==> config.mk <==
export PLATFORM = sky130hd
export DESIGN_NAME = johnson_run_ctrl
export DESIGN_NICKNAME = d
export VERILOG_FILES = /design/src/rtl/johnson_run_ctrl.sv
export SDC_FILE = /design/constraint.sdc
export NUM_CORES = 1
export LEC_CHECK = 0
export ABC_CLOCK_PERIOD_IN_PS = 3000
export CORE_MARGIN = 4
export CORE_UTILIZATION = 25
export CTS_BUF_LIST = sky130_fd_sc_hd__clkbuf_8
export CTS_CLUSTER_DIAMETER = 50
export DETAILED_ROUTE_END_ITERATION = 8
export GPL_TIMING_DRIVEN = 0
export PLACE_DENSITY = 0.56
export SKIP_CTS_REPAIR_TIMING = 1
export SLEW_MARGIN = 0
export SYNTH_ARGS = -nofsm -noshare
export SYNTH_HDL_FRONTEND = slang
export SYNTH_SLANG_ARGS = --single-unit
==> constraint.sdc <==
create_clock -name clk -period 3 [get_ports clk]
set_input_delay 0.6 -clock clk [delete_from_list [all_inputs] [get_ports clk]]
set_output_delay 0.6 -clock clk [all_outputs]
set_load 0.005 [all_outputs]
==> src/rtl/johnson_run_ctrl.sv <==
// johnson_run_ctrl
// Run/step sequencer for a WIDTH-bit Johnson counter. It issues clear,
// advance and direction to the counter from start/stop/step commands, paces
// advances with a prescaler, counts full Johnson laps (2*WIDTH advances), and
// stops after a programmed lap count or runs continuously (laps = 0).
//
// Optional feature macro: JC_CHECK_EN
//   When defined, the counter state jc_q is checked against the legal Johnson
//   set while running or stepping. An illegal state sets a sticky jc_err,
//   pulses jc_clr and aborts to IDLE. When undefined, jc_q is ignored and
//   jc_err stays 0.
module johnson_run_ctrl #(
  parameter int WIDTH      = 4,
  parameter int PRESCALE_W = 4,
  parameter int LAP_W      = 4
) (
  input  logic                  clk,
  input  logic                  rst,
  input  logic                  cmd_start,
  input  logic                  cmd_stop,
  input  logic                  cmd_step,
  input  logic                  dir_in,
  input  logic [PRESCALE_W-1:0] prescale,
  input  logic [LAP_W-1:0]      laps,
  input  logic [WIDTH-1:0]      jc_q,
  output logic                  jc_clr,
  output logic                  jc_en,
  output logic                  jc_dir,
  output logic                  busy,
  output logic                  done,
  output logic [LAP_W-1:0]      lap_cnt,
  output logic [1:0]            state,
  output logic                  jc_err
);

  typedef enum logic [1:0] {
    ST_IDLE = 2'd0,
    ST_RUN  = 2'd1,
    ST_STEP = 2'd2,
    ST_DONE = 2'd3
  } state_e;

  // adv_cnt counts advances inside one lap: 0 .. 2*WIDTH-1
  localparam int ADV_W = $clog2(2 * WIDTH);
  localparam logic [ADV_W-1:0] ADV_LAST = ADV_W'(2 * WIDTH - 1);

  state_e                state_q, state_d;
  logic [PRESCALE_W-1:0] pre_cnt_q, pre_cnt_d;
  logic [PRESCALE_W-1:0] prescale_l_q, prescale_l_d;
  logic [LAP_W-1:0]      laps_l_q, laps_l_d;
  logic [ADV_W-1:0]      adv_cnt_q, adv_cnt_d;
  logic [LAP_W-1:0]      lap_cnt_q, lap_cnt_d;
  logic                  jc_clr_q, jc_clr_d;
  logic                  jc_en_q, jc_en_d;
  logic                  jc_dir_q, jc_dir_d;
  logic                  done_q, done_d;
  logic                  jc_err_q, jc_err_d;

  // Shared effect of one advance on the lap bookkeeping
  logic                  adv_wrap;
  logic [ADV_W-1:0]      adv_next;
  logic [LAP_W-1:0]      lap_next;

  // High when the counter state must be treated as corrupt this cycle
  logic                  jc_bad;

`ifdef JC_CHECK_EN
  // Legal Johnson states are runs of ones from the LSB (2^n-1) and their complements
  function automatic logic jc_legal(input logic [WIDTH-1:0] v);
    logic                   ok;
    logic [WIDTH-1:0]       pat;
    logic [WIDTH-1:0]       ones;
    ok   = 1'b0;
    ones = '1;
    for (int n = 0; n <= WIDTH; n++) begin
      pat = ~(ones << n);
      if ((v == pat) || (v == ~pat)) begin
        ok = 1'b1;
      end
    end
    return ok;
  endfunction

  assign jc_bad = ~jc_legal(jc_q);
`else
  logic jc_q_unused;
  assign jc_q_unused = ^jc_q;
  assign jc_bad      = 1'b0;
`endif

  assign adv_wrap = (adv_cnt_q == ADV_LAST);
  assign adv_next = adv_wrap ? '0 : adv_cnt_q + 1'b1;
  assign lap_next = adv_wrap ? lap_cnt_q + 1'b1 : lap_cnt_q;

  // State register and all registered outputs, synchronous reset
  always_ff @(posedge clk) begin
    if (rst) begin
      state_q      <= ST_IDLE;
      pre_cnt_q    <= '0;
      prescale_l_q <= '0;
      laps_l_q     <= '0;
      adv_cnt_q    <= '0;
      lap_cnt_q    <= '0;
      jc_clr_q     <= 1'b0;
      jc_en_q      <= 1'b0;
      jc_dir_q     <= 1'b0;
      done_q       <= 1'b0;
      jc_err_q     <= 1'b0;
    end else begin
      state_q      <= state_d;
      pre_cnt_q    <= pre_cnt_d;
      prescale_l_q <= prescale_l_d;
      laps_l_q     <= laps_l_d;
      adv_cnt_q    <= adv_cnt_d;
      lap_cnt_q    <= lap_cnt_d;
      jc_clr_q     <= jc_clr_d;
      jc_en_q      <= jc_en_d;
      jc_dir_q     <= jc_dir_d;
      done_q       <= done_d;
      jc_err_q     <= jc_err_d;
    end
  end

  // Next-state and next-output logic; pulses default low, everything else holds
  always_comb begin
    state_d      = state_q;
    pre_cnt_d    = pre_cnt_q;
    prescale_l_d = prescale_l_q;
    laps_l_d     = laps_l_q;
    adv_cnt_d    = adv_cnt_q;
    lap_cnt_d    = lap_cnt_q;
    jc_clr_d     = 1'b0;
    jc_en_d      = 1'b0;
    jc_dir_d     = jc_dir_q;
    done_d       = 1'b0;
    jc_err_d     = jc_err_q;

    if (jc_bad && ((state_q == ST_RUN) || (state_q == ST_STEP))) begin
      jc_err_d = 1'b1;
      jc_clr_d = 1'b1;
      state_d  = ST_IDLE;
    end else begin
      case (state_q)
        ST_IDLE: begin
          if (cmd_stop) begin
            state_d = ST_IDLE;
          end else if (cmd_start) begin
            prescale_l_d = prescale;
            laps_l_d     = laps;
            jc_dir_d     = dir_in;
            pre_cnt_d    = '0;
            adv_cnt_d    = '0;
            lap_cnt_d    = '0;
            jc_err_d     = 1'b0;
            jc_clr_d     = 1'b1;
            state_d      = ST_RUN;
          end else if (cmd_step) begin
            jc_dir_d  = dir_in;
            jc_en_d   = 1'b1;
            adv_cnt_d = adv_next;
            lap_cnt_d = lap_next;
            state_d   = ST_STEP;
          end
        end
        ST_RUN: begin
          if (cmd_stop) begin
            state_d = ST_IDLE;
          end else if (pre_cnt_q == prescale_l_q) begin
            jc_en_d   = 1'b1;
            pre_cnt_d = '0;
            adv_cnt_d = adv_next;
            lap_cnt_d = lap_next;
            if (adv_wrap && (laps_l_q != '0) && (lap_next == laps_l_q)) begin
              state_d = ST_DONE;
            end
          end else begin
            pre_cnt_d = pre_cnt_q + 1'b1;
          end
        end
        ST_STEP: begin
          state_d = ST_IDLE;
        end
        ST_DONE: begin
          done_d  = 1'b1;
          state_d = ST_IDLE;
        end
        default: begin
          state_d = ST_IDLE;
        end
      endcase
    end
  end

  assign jc_clr  = jc_clr_q;
  assign jc_en   = jc_en_q;
  assign jc_dir  = jc_dir_q;
  assign busy    = (state_q != ST_IDLE);
  assign done    = done_q;
  assign lap_cnt = lap_cnt_q;
  assign state   = state_q;
  assign jc_err  = jc_err_q;

endmodule

==> metrics.cfg <==
[run_status]
status=complete, no violations

[clock_network]
cts.sink_count=25
clock_latency_ns=0.27
root_buffer=clkbuf_8
cts_tree=built
path_clk_slew_ns=0.09
htree_levels=1
clockBufferDepth=2
cts_made_buffers=3

[pwr]
internal_power_w=0.000482
combPwrFrac=0.152
p_seq_frac=0.539
switchingPower_w=0.000168
power_frac_clock=0.309
swShare=0.259
p_leak_nw=0.634
ir_drop_uv=286
powerDensity_nw_per_um2=392

[sta]
setup_viol=0
slew_headroom=0.650
fin_crit_sh=0.723
skew_ns=0.00340
min_period_ns=2.17
drv_slew=0
worst_pin_slew_ns=0.520
fin_setup_tns_ns=0
max_freq_mhz=461
hold_viol_final=0
rsz0062_at_grt=no
timing.hold.ws_ns=0.486

[synth]
ys_ff_latch=25
synthCells=156
synth_ff_type=dfxtp_1
synth_cell_types=43
syn_area_per_cell_sq_um=8.26
synth_area_leaders=dfxtp_1, nand2_1, a21oi_1, xor2_1, xnor2_1
synth.yosys.seq_area_share=0.388
yosys.area.top_type_share=0.388
synthArstFlopShare=0
synth_commonest_cells=dfxtp_1, nand2_1, a21oi_1
synth_edf_count=0
synth_warnings=0
synth_top_area_cell=dfxtp_1
syn-cell-area_sq_um=1290
syn_nets=178

[hold_path]
hp-class=reg2reg

[routing]
first_pass_iters=4
drc_errors=0
wl_mm=3.10
drt_iter0_markers=83
route.vias.total=1154
postRouteAntennaNets=0
via_per_inst=4.60
wire_per_inst_um=12.3

[placement]
post-dp-hpwl_mm=2.39
routabilityCongestion=0.833
io_buffer_count=24

[floorplanning]
ios=30
die_h_um=79.8
die_w_um=79.8
dieArea_sq_um=6370
start_util=0.266
core_area_sq_um=4850
floorplan.rows=25

[global_routing]
grt_pass1_vias=1025
grt_use_met3=0.0350
grt_busiest_layer=met2
grt_pass1_wl_mm=5.08
antenna_found_initial=0
use_met1=0.146
grt_use_met2=0.148
track_usage=0.102
grt_overflow=0
grt_max_degree=15

[critical_path]
crit_fanout=10
end_kind=primary output
crit_type=reg2out
start_kind=flop
required_ns=2.40
arrival_ns=1.57

[layout]
n_antenna_cell=0
nets=207
nFillCells=522
area_growth_pct=28.7
drive_gt1_frac=0.0489

[flow_run]
maxCapViolCount=0

[kinds of logic after synthesis]
kind of cell,count (synthesis),share of synthesized area
xor+xnor,13,0.0884
compound gates,42,0.219
simple gates,58,0.211
other cells,1,0.00291
buf+inv,11,0.0359
fa+ha+maj,4,0.0388
flops,25,0.388
mux,2,0.0155
[layout by cell type, fill, tap and decap left out, types with 3 or more instances in the layout]
master,instances
nand4_1,3
dfxtp_1,25
clkbuf_1,4
nand2_1,25
ha_1,4
xor2_1,7
nor3_1,6
inv_1,3
xnor2_1,6
a21oi_1,18
nor2_1,10
clkbuf_8,3
clkdlybuf4s50_1,24
o21ai_0,7
[critical path, cell delays in order (launching register included)]
cell             delay, ns
dfxtp_1               0.35
buf_2                 0.19
or2_2                 0.31
clkdlybuf4s50_1       0.45
[through the flow]
stage           util  instances  instance area (sq um)  setup slack, ns  power, W
2_1_floorplan      -        156                   1290             1.34  0.000412
3_3_place_gp   0.333        247                   1610            0.619  0.000458
3_5_place_dp   0.333        247                   1610            0.592  0.000458
4_1_cts        0.342        251                   1660            0.810  0.000658
5_1_grt        0.342        251                   1660            0.745  0.000684
6_report       0.342        251                   1660            0.832  0.000650
[power by group through the flow]
stage	registers [W]	clock network, W	logic, W
finish	0.000351	0.000201	0.0000988
global route	0.000352	0.000220	0.000111
CTS	0.000351	0.000207	0.0000997
global placement	0.000358	0	0.0000999
detailed placement	0.000358	0	0.0000991
floorplan	0.000356	0	0.0000555
[state kept, by name (all words and copies together), names as in the netlist]
register      count
state             2
lap_cnt           4
jc_en             1
done              1
prescale_l_q      4
jc_clr            1
jc_dir            1
pre_cnt_q         4
adv_cnt_q         3
laps_l_q          4
[routing by layer]
| layer | vias up | share of wire |
|---|---|---|
| li1 | 615 | - |
| met1 | 514 | 0.52 |
| met2 | 23 | 0.42 |
| met3 | 2 | 0.055 |
| met4 | 0 | 0.0061 |
| met5 | - | 0 |
[path summary, 6_finish.rpt]
| kind | slack [ns] | endpoint | cells past startpoint | startpoint |
|---|---|---|---|---|
| max | 0.83 | busy | 3 | state[0]$_SDFFE_PP0P_ |
| min | 0.49 | adv_cnt_q[1]$_SDFFE_PP0P_ | 2 | adv_cnt_q[1]$_SDFFE_PP0P_ |
| max reg2reg | 1.13 | lap_cnt[3]$_SDFFE_PP0P_ | 7 | adv_cnt_q[0]$_SDFFE_PP0P_ |
| min reg2reg | 0.49 | adv_cnt_q[1]$_SDFFE_PP0P_ | 2 | adv_cnt_q[1]$_SDFFE_PP0P_ |
[layout make-up]
type,instances,area [sq um],area share
inverters,3,11.3,0.00679
multi-input cells,120,742,0.447
plain buffers,8,35.0,0.0211
clock buffers,3,41.3,0.0249
flip-flops and latches,25,500,0.302
repair buffers,24,240,0.145
clock inverters,1,5.00,0.00302
well taps,67,83.8,0.0505
(Power assumes the default switching activity.)
